$ cat src/rtl/vga_text_pkg.sv
// Shared definitions for the UART-to-VGA text path: ASCII control codes
// recognised by the line buffer and the buffer controller state encoding.
package vga_text_pkg;

    localparam logic [7:0] ASCII_BS    = 8'h08;
    localparam logic [7:0] ASCII_CR    = 8'h0D;
    localparam logic [7:0] ASCII_SPACE = 8'h20;
    localparam logic [7:0] ASCII_TILDE = 8'h7E;

    typedef enum logic [0:0] {
        S_CLEAR = 1'b0,
        S_IDLE  = 1'b1
    } state_e;

endpackage

$ cat src/rtl/text_line_ram.sv
// Simple dual-port line storage, DEPTH x 8, read-before-write.
// Ports:
//   clk, rst_n          clock / async active-low reset (read register only)
//   we_i, waddr_i,
//   wdata_i             write port
//   raddr_i             read address
//   rdata_o             registered read data, 1-cycle latency
module text_line_ram #(
    parameter int unsigned DEPTH  = 32,
    parameter int unsigned ADDR_W = 5
) (
    input  logic              clk,
    input  logic              rst_n,
    input  logic              we_i,
    input  logic [ADDR_W-1:0] waddr_i,
    input  logic [7:0]        wdata_i,
    input  logic [ADDR_W-1:0] raddr_i,
    output logic [7:0]        rdata_o
);

    logic [7:0] mem_q [DEPTH];
    logic [7:0] rdata_q;

    // Storage is left unreset so it maps onto RAM primitives.
    always_ff @(posedge clk) begin
        if (we_i) begin
            mem_q[waddr_i] <= wdata_i;
        end
    end

    // Non-blocking read of the old contents gives read-before-write.
    always_ff @(posedge clk or negedge rst_n) begin
        if (!rst_n) begin
            rdata_q <= 8'h00;
        end else begin
            rdata_q <= mem_q[raddr_i];
        end
    end

    assign rdata_o = rdata_q;

endmodule

$ cat src/rtl/uart_text_buffer.sv
// One-line text buffer fed by the UART receiver, read by the VGA renderer.
// Ports:
//   clk, rst_n           clock / async active-low reset
//   i_RX_DV, i_RX_Byte   received byte strobe and data
//   i_rd_addr            renderer cell index
//   o_rd_ascii           cell contents, 1-cycle latency
//   o_rd_cursor          registered read address matched the cursor
//   o_cursor             current write cursor
//   o_busy               clear sweep in progress
//   o_overflow           sticky byte-dropped flag
//   i_clr_overflow       clears o_overflow
module uart_text_buffer
    import vga_text_pkg::*;
#(
    parameter int unsigned DEPTH  = 32,
    parameter int unsigned ADDR_W = 5,
    parameter bit          WRAP   = 1'b1,
    parameter logic [7:0]  BLANK  = 8'h20
) (
    input  logic              clk,
    input  logic              rst_n,
    input  logic              i_RX_DV,
    input  logic [7:0]        i_RX_Byte,
    input  logic [ADDR_W-1:0] i_rd_addr,
    output logic [7:0]        o_rd_ascii,
    output logic              o_rd_cursor,
    output logic [ADDR_W-1:0] o_cursor,
    output logic              o_busy,
    output logic              o_overflow,
    input  logic              i_clr_overflow
);

    localparam logic [ADDR_W-1:0] LAST = ADDR_W'(DEPTH - 1);

    state_e            state_q, state_d;
    logic [ADDR_W-1:0] sweep_q, sweep_d;
    logic [ADDR_W-1:0] cursor_q, cursor_d;
    logic              pend_valid_q, pend_valid_d;
    logic [7:0]        pend_byte_q, pend_byte_d;
    logic              overflow_q, overflow_d;
    logic              busy_q;
    logic              rd_cursor_q;

    logic              we;
    logic [ADDR_W-1:0] waddr;
    logic [7:0]        wdata;
    logic              byte_vld;
    logic [7:0]        byte_val;
    logic              ovf_set;
    logic [ADDR_W-1:0] cursor_inc;

    // Cursor advance: free-running modulo when wrapping, else saturate.
    always_comb begin
        if (WRAP) begin
            cursor_inc = cursor_q + ADDR_W'(1);
        end else if (cursor_q == LAST) begin
            cursor_inc = cursor_q;
        end else begin
            cursor_inc = cursor_q + ADDR_W'(1);
        end
    end

    // Next-state, pending register and RAM write control.
    always_comb begin
        state_d      = state_q;
        sweep_d      = sweep_q;
        cursor_d     = cursor_q;
        pend_valid_d = pend_valid_q;
        pend_byte_d  = pend_byte_q;
        ovf_set      = 1'b0;
        we           = 1'b0;
        waddr        = cursor_q;
        wdata        = BLANK;
        byte_vld     = 1'b0;
        byte_val     = i_RX_Byte;

        case (state_q)
            S_CLEAR: begin
                we      = 1'b1;
                waddr   = sweep_q;
                wdata   = BLANK;
                sweep_d = sweep_q + ADDR_W'(1);
                if (sweep_q == LAST) begin
                    state_d = S_IDLE;
                end
                if (i_RX_DV) begin
                    if (!pend_valid_q) begin
                        pend_valid_d = 1'b1;
                        pend_byte_d  = i_RX_Byte;
                    end else begin
                        ovf_set = 1'b1;
                    end
                end
            end

            S_IDLE: begin
                // Pending byte goes first; a simultaneous arrival refills it.
                if (pend_valid_q) begin
                    byte_vld     = 1'b1;
                    byte_val     = pend_byte_q;
                    pend_valid_d = i_RX_DV;
                    if (i_RX_DV) begin
                        pend_byte_d = i_RX_Byte;
                    end
                end else begin
                    byte_vld = i_RX_DV;
                end

                if (byte_vld) begin
                    if (byte_val >= ASCII_SPACE && byte_val <= ASCII_TILDE) begin
                        we       = 1'b1;
                        waddr    = cursor_q;
                        wdata    = byte_val;
                        cursor_d = cursor_inc;
                    end else if (byte_val == ASCII_BS) begin
                        if (cursor_q != '0) begin
                            cursor_d = cursor_q - ADDR_W'(1);
                            we       = 1'b1;
                            waddr    = cursor_q - ADDR_W'(1);
                            wdata    = BLANK;
                        end
                    end else if (byte_val == ASCII_CR) begin
                        cursor_d = '0;
                        sweep_d  = '0;
                        state_d  = S_CLEAR;
                    end
                end
            end

            default: begin
                state_d = S_CLEAR;
                sweep_d = '0;
            end
        endcase
    end

    // Sticky overflow; a drop in the same cycle as a clear wins.
    always_comb begin
        overflow_d = overflow_q;
        if (ovf_set) begin
            overflow_d = 1'b1;
        end else if (i_clr_overflow) begin
            overflow_d = 1'b0;
        end
    end

    // Controller state registers.
    always_ff @(posedge clk or negedge rst_n) begin
        if (!rst_n) begin
            state_q      <= S_CLEAR;
            sweep_q      <= '0;
            cursor_q     <= '0;
            pend_valid_q <= 1'b0;
            pend_byte_q  <= 8'h00;
            overflow_q   <= 1'b0;
            busy_q       <= 1'b1;
            rd_cursor_q  <= 1'b0;
        end else begin
            state_q      <= state_d;
            sweep_q      <= sweep_d;
            cursor_q     <= cursor_d;
            pend_valid_q <= pend_valid_d;
            pend_byte_q  <= pend_byte_d;
            overflow_q   <= overflow_d;
            busy_q       <= (state_d == S_CLEAR);
            // Compared against the pre-update cursor, aligned with read data.
            rd_cursor_q  <= (i_rd_addr == cursor_q);
        end
    end

    text_line_ram #(
        .DEPTH  (DEPTH),
        .ADDR_W (ADDR_W)
    ) u_ram (
        .clk     (clk),
        .rst_n   (rst_n),
        .we_i    (we),
        .waddr_i (waddr),
        .wdata_i (wdata),
        .raddr_i (i_rd_addr),
        .rdata_o (o_rd_ascii)
    );

    assign o_rd_cursor = rd_cursor_q;
    assign o_cursor    = cursor_q;
    assign o_busy      = busy_q;
    assign o_overflow  = overflow_q;

endmodule
$ cat config.mk
export PLATFORM = sky130hd
export DESIGN_NAME = uart_text_buffer
export DESIGN_NICKNAME = d
export VERILOG_FILES = /design/src/rtl/vga_text_pkg.sv /design/src/rtl/text_line_ram.sv /design/src/rtl/uart_text_buffer.sv
export SDC_FILE = /design/constraint.sdc
export NUM_CORES = 1
export LEC_CHECK = 0
export CORE_MARGIN = 1.5
export CORE_UTILIZATION = 40
export DETAILED_ROUTE_END_ITERATION = 10
export HOLD_SLACK_MARGIN = 0.08
export SLEW_MARGIN = 10
export SYNTH_ARGS = -nofsm -noshare
export SYNTH_HDL_FRONTEND = slang
export SYNTH_SLANG_ARGS = --single-unit
$ cat constraint.sdc
create_clock -name clk -period 3.46 [get_ports clk]
set_clock_uncertainty 0.1 [all_clocks]
set_input_delay 0.519 -clock clk [delete_from_list [all_inputs] [get_ports clk]]
set_output_delay 0.519 -clock clk [all_outputs]
set_load 0.05 [all_outputs]
After elaboration in Yosys (flattened, before gate mapping)
Memory sizes are Yosys's and may differ from the RTL's. A register that Yosys moved wholly into a read port is not among the register bits.
Index checks and enable logic that the tools add are counted.
{"block": "totals", "inputBits": 17, "memories": 1, "ramBits": 256, "regBits": 23, "word_cells": 79}
{"memory": "u_ram.mem_q", "depth": 32, "width": 8, "rd": 1, "rd_ports_with_merged_regs": 1, "write_ports": 1, "line": "text_line_ram.sv:21", "rtl": "logic [7:0] mem_q [DEPTH];"}
{"block": "op_classes", "order_cmp": 2, "reduce_logical": 8, "bitwise": 2, "n_eq_ne": 11, "n_addsub": 3, "mux": 44}
{"operator": "8-bit two-way mux", "count": 7}
{"operator": "5-bit two-way mux", "count": 10}
{"operator": "8-bit case mux with 2 select lines", "count": 2}
{"operator": "1-bit two-way mux", "count": 20}
{"operator": "5-bit case mux with 2 select lines", "count": 2}
{"operator": "8-bit by 4-bit equality test with 1-bit output, second input constant", "count": 2}
{"operator": "5-bit by 1-bit adder with 5-bit output, second input constant", "count": 2}
{"operator": "8-bit by 6-bit greater-or-equal comparator with 1-bit output, second input constant", "count": 1}
{"operator": "8-bit by 7-bit less-or-equal comparator with 1-bit output, second input constant", "count": 1}
{"operator": "2-bit inequality test, second input constant", "count": 4}
{"operator": "2-bit by 1-bit inequality test with 1-bit output, second input constant", "count": 3}
{"operator": "1-bit case mux with 2 select lines", "count": 3}
{"operator": "3-bit AND reduction", "count": 2}
{"operator": "5-bit equality test", "count": 1}
{"operator": "5-bit equality test, second input constant", "count": 1}
{"operator": "5-bit nonzero test", "count": 1}
{"operator": "5-bit by 1-bit subtractor with 5-bit output, second input constant", "count": 1}
{"operator": "4-bit AND reduction", "count": 1}
{"operator": "3-bit nonzero test", "count": 1}
{"operator": "1-bit inverter", "count": 2}
{"operator": "2-bit nonzero test", "count": 1}
{"operator": "1-bit logical AND", "count": 1}
{"operator": "1-bit logical NOT", "count": 1}

Longest topological paths before layout
Gate-level depths: netlist of the first run.
{"block": "depth", "depth_word": 9, "mapped_depth": 10}

Modules after synthesis
Synthesis of the first run repeated with hierarchy kept, for this count alone.
{"block": "unflattened", "cells_unflattened": 598, "area_unflattened_um2": 11747.5}
{"mod": "text_line_ram", "instances": 1, "area_per_inst_um2": 10093.4, "cells_per_inst": 417, "seq_area_each_um2": 7887.6}
{"mod": "uart_text_buffer", "instances": 1, "area_per_inst_um2": 1654.1, "cells_per_inst": 181, "seq_area_each_um2": 576.8}

Worst setup path after synthesis of the first run
OpenSTA, ideal clock, no wires.
{"block": "synth_timing", "path_type": "register -> register", "from": "reg cursor_q[0] (netlist: o_cursor[0])", "to": "mem u_ram.mem_q[13][0], enable pin", "path_slack_ns": -0.170, "t_arrival_ns": 3.146, "path_stages_with_launch": 11, "period_less_slack_ns": 3.630, "required_time_ns": 2.977, "path_cell_list": "dfrtp_1 -> clkbuf_1 -> inv_1 -> ha_1 -> or4b_2 -> nand2_1 -> or4_4 -> o311ai_4 -> or2_1 -> buf_6 -> nor3_1"}
{"block": "synth_via", "elab_chain_cells": 8}
{"element": "start: declaration", "line": "uart_text_buffer.sv:37", "rtl": "logic [ADDR_W-1:0] cursor_q, cursor_d;"}
{"element": "start signal: assignment", "line": "uart_text_buffer.sv:161", "rtl": "cursor_q <= cursor_d;"}
{"element": "parallel branches: the longest is 8 deep, another holds 5-bit by 1-bit subtractor with 5-bit output"}
{"element": "end: declaration", "line": "text_line_ram.sv:21"}
Several ways; the timed one is not identified.

Worst setup path in the final report of the first run
{"block": "layout_timing", "from": "reg pend_valid_q", "to": "mem u_ram.mem_q[20][6], enable pin"}
{"block": "layout_via", "elab_chain_cells": 9}
{"element": "start: declaration", "line": "uart_text_buffer.sv:38", "rtl": "logic pend_valid_q, pend_valid_d;"}
{"element": "start signal: assignment", "line": "uart_text_buffer.sv:162", "rtl": "pend_valid_q <= pend_valid_d;"}
{"element": "8-bit two-way mux"}
{"element": "8-bit two-way mux", "line": "uart_text_buffer.sv:77", "rtl": "case (state_q)"}
{"element": "8-bit by 6-bit greater-or-equal comparator with 1-bit output, or another cell as far along", "line": "uart_text_buffer.sv:110", "rtl": "if (byte_val >= ASCII_SPACE && byte_val <= ASCII_TILDE) begin"}
{"element": "1-bit logical AND or 1-bit two-way mux (tied branches)", "line": "uart_text_buffer.sv:110, uart_text_buffer.sv:115"}
{"element": "1-bit two-way mux", "line": "uart_text_buffer.sv:110"}
{"element": "1-bit two-way mux", "line": "uart_text_buffer.sv:109", "rtl": "if (byte_vld) begin"}
{"element": "1-bit case mux with 2 select lines", "line": "uart_text_buffer.sv:77"}
{"element": "1-bit two-way mux", "line": "text_line_ram.sv:26", "rtl": "if (we_i) begin"}
{"element": "1-bit two-way mux (not written as such)", "line": "text_line_ram.sv:27", "rtl": "mem_q[waddr_i] <= wdata_i;"}
Several ways; a longest one is shown, not always the timed one. The select of a mux whose other input is x is not followed.

==> metrics.md, run 1 <==
| Metric | Value |
|---|---|
| Status | finished clean |
| Port bufs | 32 |
| Final Hold Viols | 0 |
| # fillers | 2,365 |
| Post-layout power | 0.00890 W |
| Postcts setup bufs | 0 |
| # setup viols final | 0 |
| Sw Share | 25.1% |
| Chip width | 175 microns |
| Synth top area share | 65.3% |
| Crit path capture type | flop |
| Initial Util | 40.8% |
| Vias in the first global route | 6,515 |
| Commonest non-fill, non-tap cell in the layout | edfxtp_1 |
| Via Count | 6,171 |
| Clock Latency Late Sink | 0.54 ns |
| Combinational Power Share | 16.7% |
| Clock power share | 37.5% |
| Worst slew pin tran | 1.09 ns |
| DRT iter0 DRCs | 541 |
| Chip height | 175 microns |
| Final ANT Viol Nets | 0 |
| Worst Setup Start Kind | flop |
| Top post-synthesis cells by area | edfxtp_1, mux4_2, dfrtp_1 |
| Internal power | 0.00666 W |
| Largest family of logic cells by synthesized area | multiplexers |
| DP Worst Slack | -0.629 ns |
| GP Congestion | 0.922 |
| Worst rel slew slack | 27.2% |
| CTS Buf Count | 29 |
| Part of the Yosys area used for sequential elements | 71.9% |
| Design area | 0.0144 sq mm |
| Tightest Hold Check Type | in2async |
| Max Fclk | 0.309 GHz |
| Worst Path Required | 3.65 ns |
| Critical path's most frequent cell | buf_4 |
| Max Root-Sink Buffers | 3 |
| Mapped Area | 0.0118 sq mm |
| Synth warn | 0 |
| Die ar. | 0.0305 sq mm |
| Max stage delay on crit path | 0.58 ns |
| Reg clk slew, reported paths | 0.06 ns |
| DP HPWL | 16,900 microns |
| Period utilisation layout | 93.6% |
| First-pass GRT wire length | 40,000 microns |
| WP buf/inv | 5 |
| Fin nets | 771 |
| Peak supply drop | 0.000539 V |
| Mean Syn Cell Area | 19.7 sq um |
| Largest net degree at the start of global routing | 66 |
| Io pins | 33 |
| Crit path kind | reg2reg |
| Minimum hold slack | 0.164 ns |
| CTS tree | built |
| Area post-placement | 0.0134 sq mm |
| Crit path max fanout | 8 |
| Xor/xnor share of the synthesized area | 0.669% |
| Commonest non-fill, non-tap cells in the layout | edfxtp_1, buf_4, mux4_2, conb_1 |
| GRT Total Usage | 17.4% |
| Cell family with the largest share of critical-path delay | compound AO/OA/AOI/OAI gates |
| EDFF count, synth | 256 |
| Clk sinks | 287 |
| Leakage | 4.88 nW |
| Final worst slack | 0.223 ns |
| CTS root buffer | clkbuf_16 |
| Final design utilization | 49.9% |
| Mapped Cells | 597 |
| Area of the multi-input gates | 0.00330 sq mm |
| Yosys reg bits | 287 |
| Mux share of post-synthesis cell area | 17.6% |
| Initial antenna violation count | 0 |
| Slowest cell on crit path | or4b_1 |
| Post-synth top flop | edfxtp_1 |
| Register Area | 0.00846 sq mm |
| Fin. max-slew vios | 0 |
| Synth async-reset ratio | 10.8% |
| Area Overhead vs Synth | 22.3% |
| Sequential Power Share | 45.8% |
| Compound-cell area share of the yosys netlist | 3.31% |
| Share of layout cells above drive strength 1 | 33.5% |
| CP arrival | 3.43 ns |
| Yosys top cell by area | edfxtp_1 |
| Minimum clock period | 3.24 ns |
| Post-DR wirelength/cell | 22.3 microns |
| Simple-Gate Fraction of Synth Area | 4.55% |
| Max-Cap Viols | 0 |
| Crit-path cells | or4b_1 > o22a_1 > buf_4 > a2111oi_1 > buf_4 > a311oi_1 > buf_4 > buf_4 > o211ai_1 > nor2_1 > buf_4 |
| Core area | 0.0289 sq mm |
| Initial DRT Pass Iterations | 4 |
| Yosys cell types | 66 |
| Ant diodes | 0 |
| Sw power | 0.00224 W |
| GR Overflow Total | 0 |
| PwrDens | 618 mW/mm^2 |
| H-tree lvl count | 1 |
| DRC Markers | 0 |
| Total Wirelength | 25,800 microns |
| FP Rows | 62 |
| RSZ-0062 raised after global routing | false |
| Detailed-route vias per instance | 5.34 |
| Post-Synth Adder-Cell Area | 0.510% |
[power by group through the flow]
stage | Combinational [W] | Clock [W] | Sequential, W
2_1_floorplan | 0.000768 | 0 | 0.00427
3_3_place_gp | 0.00146 | 0 | 0.00413
3_5_place_dp | 0.00148 | 0 | 0.00414
4_1_cts | 0.00149 | 0.00341 | 0.00407
5_1_grt | 0.00159 | 0.00355 | 0.00409
6_report | 0.00149 | 0.00334 | 0.00407
[state kept, by name (all words and copies together), names as in the netlist, 5 cells and up]
| name | cells |
|---|---|
| u_ram.rdata_o | 8 |
| o_cursor | 5 |
| sweep_q | 5 |
| u_ram.mem_q | 256 |
| pend_byte_q | 8 |
[worst reg2reg max path: stages (launching register included)]
cell	delay, ns
dfrtp_1	0.42
or4b_1	0.58
o22a_1	0.29
buf_4	0.17
a2111oi_1	0.36
buf_4	0.19
a311oi_1	0.04
buf_4	0.15
buf_4	0.13
o211ai_1	0.19
nor2_1	0.16
buf_4	0.21
[final timing paths]
path                       cells after the start         start                 end  slack [ns]
hold / removal                                 1         rst_n          sweep_q[3]        0.16
setup reg to reg                              11  pend_valid_q  u_ram.mem_q[20][6]        0.22
setup / recovery                              11  pend_valid_q  u_ram.mem_q[20][6]        0.22
min in group clk                               1    o_overflow          o_overflow        0.41
max in group asynchronous                      2         rst_n    u_ram.rdata_o[7]        2.39
hold reg to reg                                1    o_overflow          o_overflow        0.41
[synthesized netlist by cell type, types with 4 or more instances]
cell	count
buf_1	5
buf_2	8
clkbuf_1	16
dfrtp_1	30
edfxtp_1	256
ha_1	4
inv_1	7
mux2_2	17
mux2i_1	8
mux4_2	80
nand2_1	19
nand2b_1	4
nand3_1	6
nor2_1	32
nor3_1	19
o211ai_1	8
o2bb2ai_1	4
xnor2_1	7
[cell type report]
type	count	share of cell area (%)
flip-flops and latches	287	58.8
multi-input cells	302	22.9
repair buffers	122	7.64
clock buffers	33	5.14
well taps	384	3.34
clock inverters	20	1.96
inverters	8	0.208
[routing by layer]
| layer | GRT usage [%] | routed length (microns) | up-vias |
|---|---|---|---|
| li1 | - | - | 2742 |
| met1 | 24.8 | 11400 | 3201 |
| met2 | 28.8 | 12600 | 190 |
| met3 | 2.24 | 1310 | 38 |
| met4 | 4.17 | 525 | 0 |
| met5 | 0 | 0 | - |
[cell families after synthesis]
family | count (synthesis)
mux | 105
flops | 287
fa+ha+maj | 5
buf+inv | 39
xor+xnor | 9
compound gates | 47
other cells | 1
simple gates | 104
[repair_timing]
item,CTS,global route
hold buffers,0,0
resized for setup,1,1
setup endpoints to repair,8,32
[per-stage QoR]
step / setup TNS, ns / instances
after floorplan: -9.98 / 628
after global placement: -36.64 / 1103
after detailed placement: -50.31 / 1103
after CTS: 0 / 1156
after global routing: 0 / 1156
final: 0 / 1156
Power figures use the tool's default switching activity.
==> run 2: changes to the inputs <==
--- a/config.mk
+++ b/config.mk
@@ -5,7 +5,8 @@
 export SDC_FILE = /design/constraint.sdc
 export NUM_CORES = 1
 export LEC_CHECK = 0
-export CORE_MARGIN = 1.5
+export CAP_MARGIN = 15
+export CORE_MARGIN = 4
 export CORE_UTILIZATION = 40
 export DETAILED_ROUTE_END_ITERATION = 10
 export HOLD_SLACK_MARGIN = 0.08
==> metrics.md, run 2 (synthesis gave the netlist of run 1 again) <==
| Metric | Value |
|---|---|
| Status | finished clean |
| Clk sinks | 287 |
| Core area | 0.0289 sq mm |
| Max-Cap Viols | 0 |
| Final ANT Viol Nets | 0 |
| H-tree lvl count | 1 |
| PwrDens | 635 mW/mm^2 |
| Port bufs | 32 |
| GRT Total Usage | 15.9% |
| DP HPWL | 17,100 microns |
| Fin. max-slew vios | 0 |
| Worst rel slew slack | 30.3% |
| DRT iter0 DRCs | 552 |
| Via Count | 6,265 |
| Design area | 0.0146 sq mm |
| Die ar. | 0.0323 sq mm |
| Initial Util | 40.8% |
| Commonest non-fill, non-tap cell in the layout | edfxtp_1 |
| Share of layout cells above drive strength 1 | 34.8% |
| Max reg flops | 256 |
| Crit path capture type | flop |
| Peak supply drop | 0.000391 V |
| CTS tree | built |
| FP Rows | 62 |
| Final Hold Viols | 0 |
| Setup TNS | 0 ns |
| # fillers | 2,347 |
| Tightest Hold Check Type | in2async |
| Max Fclk | 0.307 GHz |
| Minimum clock period | 3.26 ns |
| Vias in the first global route | 6,668 |
| Commonest non-fill, non-tap cells in the layout | edfxtp_1, buf_4, mux4_2, conb_1 |
| Io pins | 33 |
| Ant diodes | 0 |
| Leakage | 5.00 nW |
| Crit path kind | reg2reg |
| Chip height | 180 microns |
| Total Wirelength | 25,700 microns |
| CTS Buf Count | 29 |
| GR Overflow Total | 0 |
| Postcts setup bufs | 0 |
| Post-DR wirelength/cell | 22.1 microns |
| Crit path max fanout | 8 |
| Largest net degree at the start of global routing | 33 |
| CTS Hold Bufs | 0 |
| RSZ-0062 raised after global routing | false |
| CTS root buffer | clkbuf_16 |
| Initial antenna violation count | 1 |
| Largest reg by FF count | u_ram.mem_q |
| Area post-placement | 0.0135 sq mm |
| CP arrival | 3.39 ns |
| Slowest cell on crit path | or4b_1 |
| Chip width | 180 microns |
| Crit-path cells | or4b_1 > o22a_1 > o311ai_0 > buf_4 > o311a_1 > buf_4 > o211ai_1 > nor2_1 > buf_4 |
| Worst slew pin tran | 1.04 ns |
| Critical path's most frequent cell | buf_4 |
| Period utilisation layout | 94.2% |
| Fin nets | 781 |
| Max stage delay on crit path | 0.59 ns |
| First-pass GRT wire length | 40,200 microns |
| Max Root-Sink Buffers | 3 |
| Reg clk slew, reported paths | 0.06 ns |
| DRC Markers | 0 |
| Detailed-route vias per instance | 5.37 |
| Clock Latency Late Sink | 0.54 ns |
| Area Overhead vs Synth | 24.1% |
| Worst Path Required | 3.59 ns |
| Worst Setup Start Kind | flop |
| Initial DRT Pass Iterations | 5 |
| GP Congestion | 0.929 |
| # setup viols final | 0 |
run 2: final cells by class:
type                            count  area, sq um  area share, %
Timing Repair Buffer              132         1190           8.11
Tap cell                          384          480           3.29
Inverter                            8         30.0          0.205
Sequential cell                   287         8460           57.9
Multi-Input combinational cell    302         3330           22.8
Clock inverter                     22          395           2.70
Clock buffer                       31          733           5.01
run 2: worst paths after layout:
check                                     end          from  depth (start not counted)  slack (ns)
max                        u_ram.mem_q[19][6]  pend_valid_q                          9        0.20
min                                sweep_q[2]         rst_n                          1        0.16
max reg2reg                u_ram.mem_q[19][6]  pend_valid_q                          9        0.20
min reg2reg                        o_overflow    o_overflow                          1        0.40
max in group asynchronous    u_ram.rdata_o[6]         rst_n                          2        2.36
min in group clk                   o_overflow    o_overflow                          1        0.40
run 2: per-stage QoR:
stage          instances  total power (W)  util, %  hold WS, ns  worst slack (ns)
2_1_floorplan        628          0.00504        -        0.123            -0.170
3_3_place_gp        1112          0.00565     46.6        0.382            -0.720
3_5_place_dp        1113          0.00569     46.6        0.385            -0.594
4_1_cts             1166          0.00934     50.6        0.145            0.0311
5_1_grt             1166          0.00964     50.7        0.168           0.00248
6_report            1166          0.00928     50.7        0.159             0.202
run 2: metal layers:
metal	vias up	global-route usage, %	routed length [microns]
met4	2	3.66	539
li1	2771	-	-
met2	197	25.7	12200
met1	3249	22.9	11500
met5	-	0	13
met3	46	2.81	1430
run 2: critical path, delay by kind of cell (launching register included):
kind / cells / cell delay [ns]
flops: 1 / 0.41
buf+inv: 3 / 0.55
simple gates: 2 / 0.75
compound gates: 4 / 1.15
run 2: where the power goes:
part | switching (W) | internal (W)
clock | 0.00128 | 0.00235
combinational | 0.000896 | 0.000678
sequential | 0.0000912 | 0.00398
run 2: repair_timing:
item | 4_1_cts | 5_1_grt
resized for setup | 1 | 5
endpoints found under the setup margin | 8 | 68
pin swaps | 0 | 0
